## src/rtl/ene_formation.sv

```systemverilog
// Enemy formation engine: a ROWS x COLS block of square enemies that marches sideways, drops at
// the walls, dies to bullet pixels during scanout and respawns as a new wave after a clear.
module ene_formation #(
  parameter int COLS     = 6,
  parameter int ROWS     = 2,
  parameter int ESIZE    = 21,
  parameter int X_PITCH  = 50,
  parameter int Y_PITCH  = 100,
  parameter int X0       = 30,
  parameter int Y0       = 100,
  parameter int STEP     = 2,
  parameter int DROP     = 10,
  parameter int XMIN     = 5,
  parameter int XMAX     = 625,
  parameter int YLOSE    = 400,
  parameter int WAVE_GAP = 60,
  parameter int SCORE_W  = 8
) (
  input  logic                   clk,
  input  logic                   rst,
  input  logic                   pixpulse,
  input  logic                   move,
  input  logic [9:0]             hcount,
  input  logic [9:0]             vcount,
  input  logic                   bullet_pix,
  input  logic                   start,
  output logic                   draw_ene,
  output logic                   hit_pulse,
  output logic [COLS*ROWS-1:0]   alive,
  output logic [SCORE_W-1:0]     score,
  output logic [3:0]             wave,
  output logic                   wave_clear,
  output logic                   game_over
);

  localparam int N  = COLS * ROWS;
  localparam int GW = (WAVE_GAP > 1) ? $clog2(WAVE_GAP) : 1;
  localparam logic signed [12:0] SPAN_R = 13'((COLS - 1) * X_PITCH + ESIZE + STEP);
  localparam logic signed [12:0] SPAN_B = 13'((ROWS - 1) * Y_PITCH + ESIZE);

  typedef enum logic [1:0] {
    IDLE  = 2'd0,
    PLAY  = 2'd1,
    CLEAR = 2'd2,
    LOSE  = 2'd3
  } state_t;

  state_t               state_r;
  state_t               next_state_s;
  logic [N-1:0]         alive_r;
  logic [N-1:0]         inside_s;
  logic [N-1:0]         kill_s;
  logic [SCORE_W-1:0]   score_r;
  logic [3:0]           wave_r;
  logic signed [10:0]   xoff_r;
  logic [9:0]           yoff_r;
  logic                 dir_left_r;
  logic [GW-1:0]        gap_r;
  logic                 hit_pulse_r;
  logic                 play_s;
  logic                 show_s;
  logic                 wave_clear_s;
  logic                 game_over_s;
  logic signed [12:0]   base_x_s;
  logic signed [12:0]   base_y_s;
  logic signed [12:0]   hpos_s;
  logic signed [12:0]   vpos_s;
  logic                 wall_right_s;
  logic                 wall_left_s;
  logic                 lose_s;

  function automatic logic [SCORE_W-1:0] sat_inc(input logic [SCORE_W-1:0] v);
    if (&v) begin
      sat_inc = v;
    end else begin
      sat_inc = v + SCORE_W'(1);
    end
  endfunction

  // Geometry is done in 13-bit signed so a left-shifted formation compares correctly.
  assign base_x_s     = 13'(X0) + $signed({{2{xoff_r[10]}}, xoff_r});
  assign base_y_s     = 13'(Y0) + $signed({3'b000, yoff_r});
  assign hpos_s       = $signed({3'b000, hcount});
  assign vpos_s       = $signed({3'b000, vcount});
  assign wall_right_s = (base_x_s + SPAN_R) > 13'(XMAX);
  assign wall_left_s  = (base_x_s - 13'(STEP)) < 13'(XMIN);
  assign lose_s       = (base_y_s + SPAN_B) > 13'(YLOSE);

  // Per-enemy box test against the pixel currently being scanned out.
  always_comb begin
    inside_s = {N{1'b0}};
    for (int k = 0; k < N; k++) begin
      inside_s[k] = (hpos_s >= base_x_s + 13'((k % COLS) * X_PITCH)) &&
                    (hpos_s <  base_x_s + 13'((k % COLS) * X_PITCH + ESIZE)) &&
                    (vpos_s >= base_y_s + 13'((k / COLS) * Y_PITCH)) &&
                    (vpos_s <  base_y_s + 13'((k / COLS) * Y_PITCH + ESIZE));
    end
  end

  assign kill_s   = {N{play_s & pixpulse & bullet_pix}} & alive_r & inside_s;
  assign draw_ene = show_s & (|(alive_r & inside_s));

  // Wave state register.
  always_ff @(posedge clk or posedge rst) begin
    if (rst) begin
      state_r <= IDLE;
    end else begin
      state_r <= next_state_s;
    end
  end

  // Wave transitions; a clear takes priority over the lose check.
  always_comb begin
    next_state_s = state_r;
    case (state_r)
      IDLE: begin
        if (start) next_state_s = PLAY;
        else       next_state_s = IDLE;
      end
      PLAY: begin
        if (alive_r == {N{1'b0}}) next_state_s = CLEAR;
        else if (lose_s)          next_state_s = LOSE;
        else                      next_state_s = PLAY;
      end
      CLEAR: begin
        if (move && (gap_r == GW'(WAVE_GAP - 1))) next_state_s = PLAY;
        else                                      next_state_s = CLEAR;
      end
      LOSE: begin
        if (start) next_state_s = PLAY;
        else       next_state_s = LOSE;
      end
      default: next_state_s = IDLE;
    endcase
  end

  // State decode for the datapath and status outputs.
  always_comb begin
    play_s       = 1'b0;
    show_s       = 1'b0;
    wave_clear_s = 1'b0;
    game_over_s  = 1'b0;
    case (state_r)
      PLAY:  begin play_s = 1'b1; show_s = 1'b1; end
      CLEAR: wave_clear_s = 1'b1;
      LOSE:  begin show_s = 1'b1; game_over_s = 1'b1; end
      default: begin
        play_s = 1'b0;
        show_s = 1'b0;
      end
    endcase
  end

  // Formation position, alive flags, score, wave and respawn gap counter.
  always_ff @(posedge clk or posedge rst) begin
    if (rst) begin
      alive_r     <= {N{1'b0}};
      score_r     <= {SCORE_W{1'b0}};
      wave_r      <= 4'd0;
      xoff_r      <= 11'sd0;
      yoff_r      <= 10'd0;
      dir_left_r  <= 1'b0;
      gap_r       <= {GW{1'b0}};
      hit_pulse_r <= 1'b0;
    end else begin
      hit_pulse_r <= 1'b0;
      case (state_r)
        IDLE, LOSE: begin
          if (start) begin
            alive_r    <= {N{1'b1}};
            xoff_r     <= 11'sd0;
            yoff_r     <= 10'd0;
            dir_left_r <= 1'b0;
            score_r    <= {SCORE_W{1'b0}};
            wave_r     <= 4'd0;
            gap_r      <= {GW{1'b0}};
          end
        end
        PLAY: begin
          if (move) begin
            if (!dir_left_r) begin
              if (wall_right_s) begin
                dir_left_r <= 1'b1;
                yoff_r     <= yoff_r + 10'(DROP);
              end else begin
                xoff_r <= xoff_r + 11'(STEP);
              end
            end else begin
              if (wall_left_s) begin
                dir_left_r <= 1'b0;
                yoff_r     <= yoff_r + 10'(DROP);
              end else begin
                xoff_r <= xoff_r - 11'(STEP);
              end
            end
          end
          if (|kill_s) begin
            alive_r     <= alive_r & ~kill_s;
            score_r     <= sat_inc(score_r);
            hit_pulse_r <= 1'b1;
          end
        end
        CLEAR: begin
          if (move) begin
            if (gap_r == GW'(WAVE_GAP - 1)) begin
              alive_r    <= {N{1'b1}};
              xoff_r     <= 11'sd0;
              yoff_r     <= 10'd0;
              dir_left_r <= 1'b0;
              wave_r     <= wave_r + 4'd1;
              gap_r      <= {GW{1'b0}};
            end else begin
              gap_r <= gap_r + GW'(1);
            end
          end
        end
        default: hit_pulse_r <= 1'b0;
      endcase
    end
  end

  assign alive      = alive_r;
  assign score      = score_r;
  assign wave       = wave_r;
  assign hit_pulse  = hit_pulse_r;
  assign wave_clear = wave_clear_s;
  assign game_over  = game_over_s;

endmodule

```

## config.mk

```make
export PLATFORM = sky130hd
export DESIGN_NAME = ene_formation
export DESIGN_NICKNAME = d
export VERILOG_FILES = /design/src/rtl/ene_formation.sv
export SDC_FILE = /design/constraint.sdc
export NUM_CORES = 1
export LEC_CHECK = 0
export BUFFER_PORTS_ARGS = -buffer_cell sky130_fd_sc_hd__buf_4
export CAP_MARGIN = 40
export CORE_MARGIN = 2
export CORE_UTILIZATION = 44
export DETAILED_ROUTE_END_ITERATION = 6
export PLACE_DENSITY = 0.61
export SYNTH_ARGS = -nofsm -noshare
export SYNTH_HDL_FRONTEND = slang
export SYNTH_SLANG_ARGS = --single-unit
```

## constraint.sdc

```tcl
create_clock -name clk -period 8 [get_ports clk]
set_clock_uncertainty 0.2 [all_clocks]
set_input_delay 1.2 -clock clk [delete_from_list [all_inputs] [get_ports clk]]
set_output_delay 1.2 -clock clk [all_outputs]
set_load 0.05 [all_outputs]
```

* After elaboration in Yosys (flattened, before gate mapping)
Index checks and enable logic that the tools add are counted.
** Storage, ports and cells
- Register bits after elaboration :: 55
- Bits of input ports :: 26
- Output and inout port bits :: 28
- Word-level logic and storage cells :: 174
** Operators by class
- Add/subtract/negate cells :: 24
- $lt $le $gt $ge :: 19
- Equal/unequal tests :: 14
- Mux-type cells :: 53
- Bitwise gates (word level) :: 8
- Reductions and logical operators :: 47
** Operators with widths (count)
- less-than comparator 11 x 13 -> 1 bit :: 6
- two-way mux 11 bit :: 7
- two-way mux 10 bit :: 7
- adder 12 x 9 -> 13 bit (second input constant) :: 5
- >= comparator 11 x 13 -> 1 bit :: 5
- bitwise AND 12 bit :: 4
- two-way mux 12 bit :: 4
- adder 12 x 8 -> 13 bit (second input constant) :: 3
- case mux 12 bit (3 select lines) :: 1
- case mux 11 bit (3 select lines) :: 1
- logical AND 1 bit :: 31
- case mux 10 bit (3 select lines) :: 1
- adder 12 x 10 -> 13 bit (second input constant) :: 2
- adder 11 x 7 -> 12 bit (second input constant) :: 2
- less-than comparator 10 x 12 -> 1 bit :: 2
- two-way mux 8 bit :: 3
- OR reduction 12 bit :: 2
- two-way mux 6 bit :: 3
- case mux 8 bit (2 select lines) :: 1
- AND reduction 4 bit :: 4
- two-way mux 1 bit :: 14
- adder 12 x 6 -> 13 bit (second input constant) :: 1
- adder 12 x 7 -> 13 bit (second input constant) :: 1
- > comparator 13 x 10 -> 1 bit (second input constant) :: 1
- 35 further kinds :: 54

* Depth between registers and ports, before layout
Gate-level depths: netlist of the first run.
- Depth after elaboration :: 11
- Depth in mapped cells :: 25
- Mapped depth without buffers :: 22

* Worst setup path before layout of the first run
No wires, ideal clock.
- Path kind :: register to output
- From :: reg xoff_r[3]
- To :: out draw_ene
- Arrival time :: 5.312 ns
- Data required time :: 6.600 ns
- Slack :: 1.288 ns
- Stages on the path, launching flop included :: 21
- Path buffers :: 3
- Cells stage by stage :: dfrtp_1 -> inv_1 -> ha_1 -> a21bo_2 -> o21ai_1 -> xnor2_1 -> buf_2 -> clkbuf_1 -> buf_1 -> nand2_1 -> xnor2_1 -> ha_1 -> a2111oi_0 -> o21ai_0 -> o32ai_1 -> o21ai_0 -> o31ai_1 -> o41a_1 -> nor4b_1 -> and4b_4 -> a21oi_1
** On the way
- Word-level cells in the longest chain between the ends :: 9
- Elaborated cells on any way between the ends :: 57
- Those cells by class :: add/sub: 12; order compare: 12; bitwise: 2; reduce/logical: 31
** RTL lines
- start, declared :: line 55 : logic signed [10:0] xoff_r;
- start signal, assigned :: line 186 : xoff_r <= xoff_r + 11'(STEP);
- start signal, assigned :: line 193 : xoff_r <= xoff_r - 11'(STEP);
- adder 6 x 11 -> 12 bit (*) :: line 81 : assign base_x_s = 13'(X0) + $signed({{2{xoff_r[10]}}, xoff_r});
- adder 12 x 6 -> 13 bit, or another cell as far along :: line 94 : (hpos_s < base_x_s + 13'((k % COLS) * X_PITCH + ESIZE)) &&
- less-than comparator 11 x 13 -> 1 bit or >= comparator 11 x 13 -> 1 bit (tied branches) :: line 94, 93
- logical AND 1 bit :: line 93 : inside_s[k] = (hpos_s >= base_x_s + 13'((k % COLS) * X_PITCH)) &&
- logical AND 1 bit :: line 94
- logical AND 1 bit :: line 95 : (vpos_s >= base_y_s + 13'((k / COLS) * Y_PITCH)) &&
- bitwise AND 12 bit (*) :: line 101 : assign draw_ene = show_s & (|(alive_r & inside_s));
- OR reduction 12 bit (*) :: line 101
- bitwise AND 1 bit (*) :: line 101
- end, declared :: line 27 : output logic draw_ene,
Every way passes the cells marked *; elsewhere a longest branch is shown, timed or not.

* Worst setup path after layout of the first run
- From :: reg xoff_r[2]
- To :: out draw_ene
Same word-level chain as after synthesis.

==> flow_summary.yaml, run 1 <==
critical_path:
  crit_type: "flop to output port"
  arrival_ns: 5.71
  crit_path_end_kind: "output port"
  crit_path_start_kind: "flop"
  critPathMaxFanout: 13
  crit_slowest_cell: "a2111oi_0"
  cpPeakStageDelay_ns: 0.63
  crit_chain: "inv_1 -> ha_1 -> xor2_2 -> inv_2 -> ha_1 -> a21oi_1 -> o211ai_1 -> or3_1 -> xnor2_1 -> ha_1 -> a21oi_1 -> a21boi_0 -> a2111oi_0 -> a41oi_1 -> a32oi_1 -> a31oi_1 -> nand3_1 -> and4b_4 -> a21oi_1 -> buf_4"
  cp.required_ns: 6.60
placed_design:
  io_buffers: 53
  placed_cell_area_um2: 9550
  gp_congestion: 0.966
  dp.cells: 1375
  hpwl_mm: 20.7
  place_ws_ns: 1.32
clock_network:
  clk_path_buf_depth: 2
  clk_pin_slew_worst_paths_ns: 0.08
  cts_hold_buf: 0
  tritoncts: "built"
  cts_buffers: 5
  clock_latency_ns: 0.30
  ctsRootBufferMaster: "clkbuf_16"
  htreeDepth: 2
  cts_setup_buffers: 0
  cts.sinks: 53
  post_cts_resized: 0
global_routing:
  gr-usage-all-layers_pct: 24.5
  grt_pass1_vias: 7962
  grt_pass1_wl_mm: 42.8
  antenna_found_initial: 0
  grt-ovfl-total: 0
  grt_max_degree: 54
logic_synthesis:
  synth-edff-count: 0
  syn_inst: 1085
  ys_seq_elements: 53
  synth_compound_area_share_pct: 27.5
  netlist_area_um2: 8890
  yosys.area_share.adder_pct: 23.7
  postSynth.asyncResetShare_pct: 100
  synth.avg_cell_area_um2: 8.19
  seq_area_frac_synth_pct: 14.9
  synth_top_family_by_area: "compound AO/OA/AOI/OAI gates"
  synthSimpleGateAreaFrac_pct: 16.4
  synth_area_leaders: "ha_1 (23%), dfrtp_1 (15%), xnor2_1 (9.4%)"
  yosys-mux-area-fraction_pct: 0.732
  synth_commonest_cells: "ha_1 (166), xnor2_1 (95), a21oi_1 (82)"
  synth_most_common_cell: "ha_1"
  synth_top_cell_by_area: "ha_1"
  synth_top_flop_cell: "dfrtp_1"
  syn_nets: 1278
  yosys_warnings: 0
  synth_cell_types: 100
  yosys.area_share.xor_xnor_pct: 11.8
  synth_top_area_share_pct: 23.4
sta:
  hold_viol_final: 0
  fmax_ghz: 0.141
  worst_slew_pin_slew_ns: 0.918
  min_period_over_period_pct: 88.9
  min_period_ns: 7.11
  rsz0062_at_grt: "no"
  maxSlewViolCount: 0
  setup_tns_ns: 0
  setup_ws_ns: 0.886
  relSlewSlack_pct: 37.2
  setup_violations: 0
floorplan:
  top_level_ports: 54
  die_area_um2: 21400
  die_h_um: 146
  fp.dieW_um: 146
  start_util_pct: 45.2
  core_area_um2: 19700
  std_cell_rows: 51
route:
  firstDrtPassIters: 5
  drt_drc_violations_left: 0
  routed_wl_mm: 26.3
  wire_per_inst_um: 19.0
  drt-initial-drc-count: 579
  vias: 8361
  ant_nets: 0
  post_drt_via_cell_ratio: 6.05
layout:
  multi_input_area_um2: 7130
  final_cells: 1383
  syn_to_final_growth_pct: 9.16
  drive_above_1_share_pct: 11.8
  num_antenna_cells: 0
  seqCellArea_um2: 1330
  fin_nets: 1310
  final_area_um2: 9710
  n_fill_cell: 1978
power:
  power_density_nw_per_um2: 466
  leakagePower_uw: 0.00408
  total_power_uw: 4530
  peakVddDrop_v: 0.000246
hold_path:
  min_path_type: "flop to flop"
outcome:
  status: "finished, final reports clean"
job:
  drv_cap: 0
-- stage by stage --
| stage | hold slack (ns) | util, % |
|---|---|---|
| detailed placement | 0.287 | 48.6 |
| finish | 0.302 | 49.4 |
| global route | 0.327 | 49.4 |
| global placement | 0.298 | 48.6 |
| floorplan | 0.322 | - |
| CTS | 0.304 | 49.4 |
-- state kept, by name, summed over array words and instances (netlist names) --
register    flops
state_r         2
gap_r           6
hit_pulse       1
score           8
alive          12
yoff_r          9
wave            4
xoff_r         10
dir_left_r      1
-- area by class of cell --
| cell class | count | share of cell area [%] |
|---|---|---|
| repair buffers | 71 | 5.49 |
| clock buffers | 6 | 1.43 |
| clock inverters | 2 | 0.180 |
| inverters | 61 | 2.36 |
| multi-input cells | 925 | 73.5 |
| well taps | 265 | 3.42 |
| flip-flops and latches | 53 | 13.7 |
-- cell usage in the layout (no fill, tap or decap), types with 15 or more instances in the layout --
cell,netlist,routed
inv_1,55,54
nor2_1,70,70
nor3_1,15,15
dfrtp_1,53,53
a211oi_1,15,15
xnor2_1,95,93
nand4_1,19,19
nand3_1,44,44
ha_1,166,166
nand2_1,76,76
buf_4,4,71
o21ai_0,63,63
a21oi_1,82,82
-- per-layer routing --
metal | up-vias | global-route usage [%] | share of wire, % | wire (um)
li1 | 4141 | - | - | -
met4 | 0 | 8.01 | 3.6 | 936
met2 | 225 | 37.7 | 44 | 11400
met3 | 55 | 3.88 | 5.3 | 1380
met1 | 3940 | 34.9 | 48 | 12500
met5 | - | 0 | 0 | 0
-- worst paths after layout --
| check | from | endpoint | depth (start not counted) | slack (ns) |
|---|---|---|---|---|
| setup reg to reg | xoff_r[2]$_DFFE_PP0P_ | score[0]$_DFFE_PP0P_ | 21 | 1.92 |
| setup / recovery | xoff_r[2]$_DFFE_PP0P_ | draw_ene | 20 | 0.89 |
| hold reg to reg | score[6]$_DFFE_PP0P_ | score[6]$_DFFE_PP0P_ | 1 | 0.30 |
| min in group asynchronous | rst | xoff_r[1]$_DFFE_PP0P_ | 3 | 0.88 |
| hold / removal | score[6]$_DFFE_PP0P_ | score[6]$_DFFE_PP0P_ | 1 | 0.30 |
| max in group asynchronous | rst | alive[5]$_DFFE_PP0P_ | 3 | 6.21 |
-- kinds of logic after synthesis --
kind of cell	count (synthesis)
simple gates	293
mux	6
xor+xnor	113
compound gates	345
buf+inv	107
fa+ha+maj	168
flops	53
-- critical path, delay by kind of cell (launching register included) --
family                   cells  cell delay [ns]
adder cells (fa/ha/maj)      3             0.93
XOR/XNOR                     2             0.68
flip-flops                   1             0.43
buffers and inverters        3             0.72
AND/OR/NAND/NOR              3             0.78
AO/OA/AOI/OAI                9             1.90
-- report_power, final --
group / internal (uW) / total (uW) / switching (uW)
clock: 127 / 236 / 109
combinational: 1510 / 3920 / 2410
sequential: 298 / 367 / 69.2
total: 1930 / 4530 / 2590
(Power assumes the default switching activity.)
==> run 2: changes to the inputs <==
--- a/config.mk
+++ b/config.mk
@@ -7,10 +7,12 @@
 export LEC_CHECK = 0
 export BUFFER_PORTS_ARGS = -buffer_cell sky130_fd_sc_hd__buf_4
 export CAP_MARGIN = 40
+export CORE_ASPECT_RATIO = 1.2
 export CORE_MARGIN = 2
 export CORE_UTILIZATION = 44
 export DETAILED_ROUTE_END_ITERATION = 6
 export PLACE_DENSITY = 0.61
+export REMOVE_ABC_BUFFERS = 1
 export SYNTH_ARGS = -nofsm -noshare
 export SYNTH_HDL_FRONTEND = slang
 export SYNTH_SLANG_ARGS = --single-unit
==> run 2 against run 1 <==
  * Worst hold slack gained 0.0033 ns
  * Critical path type unchanged
  * Flip-flop and latch count did not move
  * Via count decreased by 0.62%
  * Wire length grew 4.3%
  * Register-to-register slack worse by 0.26 ns
  * Die area is essentially flat
  * Critical path depth shrank 1
  * Core utilization down 0.13 points
  * Worst setup slack worse by 0.24 ns
==> flow_summary.yaml, run 2 (synthesized netlist as in run 1, its figures left out) <==
critical_path:
  arrival_ns: 5.95
  r2r_cells: 20
  crit_type: "flop to output port"
  crit_path_start_kind: "flop"
  crit_path_start: "xoff_r[1]$_DFFE_PP0P_"
  critPathMaxFanout: 13
  rrSetupSlack_ns: 1.66
  r2r_end: "alive[8]$_DFFE_PP0P_"
  crit_path_end_kind: "output port"
  cp.required_ns: 6.60
  cp-endpoint: "draw_ene"
  r2r-start: "xoff_r[1]$_DFFE_PP0P_"
route:
  wire_per_inst_um: 19.9
  drt_drc_violations_left: 0
  ant_nets: 0
  routed_wl_mm: 27.4
  vias: 8309
  firstDrtPassIters: 5
  post_drt_via_cell_ratio: 6.03
  drt-initial-drc-count: 518
floorplan:
  core_area_um2: 19700
  die_area_um2: 21400
  die_h_um: 160
  top_level_ports: 54
  fp.dieW_um: 134
  start_util_pct: 45.2
  std_cell_rows: 56
global_routing:
  use_met2_pct: 44.4
  antenna_found_initial: 0
  grt_pass1_wl_mm: 44.1
  grt_pass1_vias: 8204
  grt-busiest-layer: "met2"
  grt_max_degree: 54
  met3_usage_pct: 3.17
  grt-ovfl-total: 0
  gr-usage-all-layers_pct: 25.6
  grt_use_met1_pct: 31.5
sta:
  relSlewSlack_pct: 42.7
  min_period_ns: 7.35
  maxSlewViolCount: 0
  fmax_ghz: 0.136
  setup_violations: 0
  min_period_over_period_pct: 91.9
  rsz0062_at_grt: "no"
  setup_tns_ns: 0
  worst_slew_pin_slew_ns: 0.854
  hold_viol_final: 0
hold_path:
  min_path_type: "flop to flop"
clock_network:
  tritoncts: "built"
  cts_hold_buf: 0
  cts_buffers: 5
  ctsRootBufferMaster: "clkbuf_16"
  cts.sinks: 53
  htreeDepth: 2
  clock_latency_ns: 0.30
  clk_pin_slew_worst_paths_ns: 0.08
  clk_path_buf_depth: 2
layout:
  final_area_um2: 9700
  final_cell_mix: "ha_1 (166), xnor2_1 (93), a21oi_1 (82), nand2_1 (76)"
  syn_to_final_growth_pct: 9.08
  final_common_cell: "ha_1"
  num_antenna_cells: 0
  fin_nets: 1310
  largest_reg_flops: 12
  n_fill_cell: 1985
  drive_above_1_share_pct: 11.7
power:
  p_comb_share_pct: 86.8
  power_density_nw_per_um2: 471
  clockPowerShare_pct: 5.0
  p_switching_uw: 2640
  p_seq_share_pct: 8.2
  peakVddDrop_v: 0.000325
  leakagePower_uw: 0.00407
  internal-power_uw: 1930
  swShare_pct: 57.8
placed_design:
  hpwl_mm: 21.6
  placed_cell_area_um2: 9540
  io_buffers: 53
  gp_congestion: 0.966
outcome:
  status: "finished, final reports clean"
job:
  drv_cap: 0
-- run 2: worst min path at each step --
stage,slack (ns),end,cells after the start,start
finish,0.31,score[6]$_DFFE_PP0P_,1,score[6]$_DFFE_PP0P_
global placement,0.30,score[6]$_DFFE_PP0P_,1,score[6]$_DFFE_PP0P_
floorplan,0.32,gap_r[5]$_DFFE_PP0P_,2,gap_r[5]$_DFFE_PP0P_
detailed placement,0.30,score[6]$_DFFE_PP0P_,1,score[6]$_DFFE_PP0P_
global route,0.33,score[6]$_DFFE_PP0P_,1,score[6]$_DFFE_PP0P_
CTS,0.31,score[6]$_DFFE_PP0P_,1,score[6]$_DFFE_PP0P_
-- run 2: layout make-up --
cell class                      count  area (um^2)  area share (%)
Inverter                           61          229            2.36
Tap cell                          261          327            3.37
Sequential cell                    53         1330            13.7
Multi-Input combinational cell    925         7140            73.6
Clock inverter                      3         21.3           0.219
Clock buffer                        5          125            1.29
Timing Repair Buffer               71          529            5.46
-- run 2: through the flow --
| stage | hold slack (ns) | power, uW | worst slack, ns | util [%] | instances |
|---|---|---|---|---|---|
| after floorplan | 0.322 | 3160 | 0.785 | - | 1039 |
| after detailed placement | 0.300 | 4280 | 0.926 | 48.5 | 1371 |
| after CTS | 0.312 | 4530 | 0.548 | 49.2 | 1379 |
| after global placement | 0.302 | 4240 | 1.08 | 48.4 | 1369 |
| after global routing | 0.334 | 5030 | 0.143 | 49.3 | 1379 |
| final | 0.305 | 4570 | 0.648 | 49.3 | 1379 |
-- run 2: power groups by stage --
stage | sequential [uW] | clock [uW] | combinational, uW
final | 376 | 226 | 3960
after global routing | 386 | 241 | 4400
after CTS | 375 | 231 | 3920
after detailed placement | 380 | 0 | 3900
after global placement | 380 | 0 | 3860
after floorplan | 385 | 0 | 2770
-- run 2: timing repair --
action / in CTS / in global routing
buffers inserted: 0 / 0
endpoints found under the setup margin: 0 / 1
gates resized for setup: 0 / 2
-- run 2: routing by layer --
layer	share of wire, %	routed length (um)
met1	42	11500
met2	48	13300
met3	4.4	1220
met4	5.0	1360
met5	0	0
-- run 2: critical path, stage by stage (launching register included) --
cell	delay, ns
dfrtp_1	0.66
inv_1	0.28
ha_1	0.38
nand2b_1	0.35
a31o_1	0.31
or2_1	0.43
nor2_1	0.32
a21oi_1	0.13
xnor2_1	0.17
ha_1	0.19
a2111oi_0	0.33
o21ai_0	0.16
o32ai_1	0.38
o21ai_0	0.12
o31ai_1	0.08
o41a_1	0.19
nor4b_1	0.38
and4b_4	0.30
a21oi_1	0.23
buf_4	0.25
==> run 3: changes to the inputs <==
--- a/config.mk
+++ b/config.mk
@@ -5,7 +5,7 @@
 export SDC_FILE = /design/constraint.sdc
 export NUM_CORES = 1
 export LEC_CHECK = 0
-export BUFFER_PORTS_ARGS = -buffer_cell sky130_fd_sc_hd__buf_4
+export BUFFER_PORTS_ARGS = -buffer_cell sky130_fd_sc_hd__buf_2
 export CAP_MARGIN = 40
 export CORE_ASPECT_RATIO = 1.2
 export CORE_MARGIN = 2
==> run 3 against run 2 <==
  * Combinational power is essentially flat
  * Final cell count is essentially flat
  * Worst hold slack gained 0.0096 ns
  * Clock power grew 4%
  * Highest routed layer unchanged
  * Flip-flop and latch count is the same
  * Non-clock buffer count grew 1
  * Clock-buffer cell count is the same
  * Critical endpoint unchanged
==> flow_summary.yaml, run 3 (synthesized netlist as in run 1, its figures left out) <==
outcome:
  status: "finished, final reports clean"
sta:
  rsz0062_at_grt: "no"
  worst_slew_pin_slew_ns: 0.861
  setup_ws_ns: 0.632
  hold_viol_final: 0
  setup_violations: 0
  relSlewSlack_pct: 42.3
  fmax_ghz: 0.136
  min_period_ns: 7.37
  min_period_over_period_pct: 92.1
  maxSlewViolCount: 0
  setup_tns_ns: 0
global_routing:
  grt_pass1_vias: 8261
  grt_pass1_wl_mm: 44.3
  gr-usage-all-layers_pct: 25.5
  antenna_found_initial: 0
  grt-ovfl-total: 0
  grt_max_degree: 54
clock_network:
  ctsRootBufferMaster: "clkbuf_16"
  clk_path_buf_depth: 2
  cts_buffers: 5
  clock_latency_ns: 0.31
  clk_pin_slew_worst_paths_ns: 0.09
  tritoncts: "built"
  htreeDepth: 2
  cts.sinks: 53
layout:
  final_common_cell: "ha_1"
  largest_reg_flops: 12
  syn_to_final_growth_pct: 7.75
  multi_input_area_um2: 7140
  drive_above_1_share_pct: 11.8
  utilization_pct: 48.7
  num_antenna_cells: 0
  seqCellArea_um2: 1330
  n_fill_cell: 1971
  final_cell_mix: "ha_1 (166), xnor2_1 (93), a21oi_1 (82), nand2_1 (76), nor2_1 (70)"
  fin_nets: 1311
  final_cells: 1380
power:
  peakVddDrop_v: 0.000306
  p_seq_share_pct: 8.2
  total_power_uw: 4590
  clockPowerShare_pct: 5.1
  power_density_nw_per_um2: 479
  leakagePower_uw: 0.00404
  p_comb_share_pct: 86.7
  internal-power_uw: 1930
  swShare_pct: 58.0
  p_switching_uw: 2660
floorplan:
  top_level_ports: 54
  fp.dieW_um: 134
  start_util_pct: 45.2
  std_cell_rows: 56
  die_h_um: 160
  core_area_um2: 19700
  die_area_um2: 21400
route:
  routed_wl_mm: 27.2
  drt_drc_violations_left: 0
  wl_met2_mm: 13.1
  drt-initial-drc-count: 591
  wire_per_inst_um: 19.7
  ant_nets: 0
  routedLengthMet1_mm: 11.3
  dr_wl_met3_mm: 1.56
  vias: 8407
  routed.top_layer: "met4"
  post_drt_via_cell_ratio: 6.09
  firstDrtPassIters: 5
hold_path:
  hold_depth: 1
  hp-start: "score[6]$_DFFE_PP0P_"
  min_to: "score[6]$_DFFE_PP0P_"
  min_path_type: "flop to flop"
critical_path:
  arrival_ns: 5.97
  cp.required_ns: 6.60
  crit_path_end_kind: "output port"
  r2r_cells: 21
  crit_type: "flop to output port"
  r2r_end: "score[0]$_DFFE_PP0P_"
  crit_path_start_kind: "flop"
  crit_path_start: "xoff_r[1]$_DFFE_PP0P_"
  critPathMaxFanout: 13
  rrSetupSlack_ns: 1.65
  r2r-start: "xoff_r[1]$_DFFE_PP0P_"
placed_design:
  place_ws_ns: 0.917
  gp_congestion: 0.974
  dp.cells: 1372
  io_buffers: 53
  hpwl_mm: 21.2
job:
  drv_cap: 0
## run 3: changes by cell type in the layout (fill, tap and decap cells not counted), sizes merged
cell and delta:
buf +1, clkinvlp -1, inv +1
## run 3: power groups by stage
stage	Sequential (uW)	Combinational [uW]	Clock, uW
5_1_grt	385	4390	249
4_1_cts	374	3930	240
6_report	375	3980	234
3_5_place_dp	380	3910	0
3_3_place_gp	379	3870	0
2_1_floorplan	385	2770	0
## run 3: worst max-delay path by stage
stage / cells past startpoint / endpoint
finish: 20 / draw_ene
global route: 19 / draw_ene
CTS: 20 / draw_ene
detailed placement: 20 / draw_ene
global placement: 19 / draw_ene
floorplan: 17 / draw_ene
## run 3: per-stage QoR
stage               hold WS [ns]  cell area (um^2)
detailed placement         0.309              9420
global route               0.345              9580
global placement           0.280              9400
finish                     0.315              9580
floorplan                  0.322              8670
CTS                        0.321              9570
## run 3: critical path, cell delays in order, from the launching register on
cell and delay, ns:
dfrtp_1 0.69, inv_1 0.28, ha_1 0.38, xor2_4 0.40, inv_2 0.22, ha_1 0.25
a21oi_1 0.40, o211ai_1 0.24, or3_1 0.40, xnor2_1 0.15, ha_1 0.31, a21oi_1 0.13
a21boi_0 0.09, a2111oi_0 0.57, o21ai_0 0.15, a32oi_1 0.20, a31oi_1 0.09, nand3_1 0.10
and4b_4 0.28, a21oi_1 0.10, buf_2 0.23
## run 3: what timing repair did
item / CTS / global route
setup buffers: 0 / 0
gates resized for setup: 0 / 1
hold buffers: 0 / 0
hold endpoints to repair: 0 / 0
endpoints found under the setup margin: 0 / 1
## run 3: cell type report
type / count / area share [%]
Multi-Input combinational cell: 925 / 74.5
Sequential cell: 53 / 13.8
Timing Repair Buffer: 72 / 4.22
Tap cell: 261 / 3.41
Inverter: 61 / 2.39
Clock buffer: 5 / 1.31
Clock inverter: 3 / 0.300
## run 3: layer usage
layer,up-vias,track usage [%]
li1,4109,-
met1,3912,31.2
met2,309,44.5
met3,77,3.40
met4,0,11.2
met5,-,0
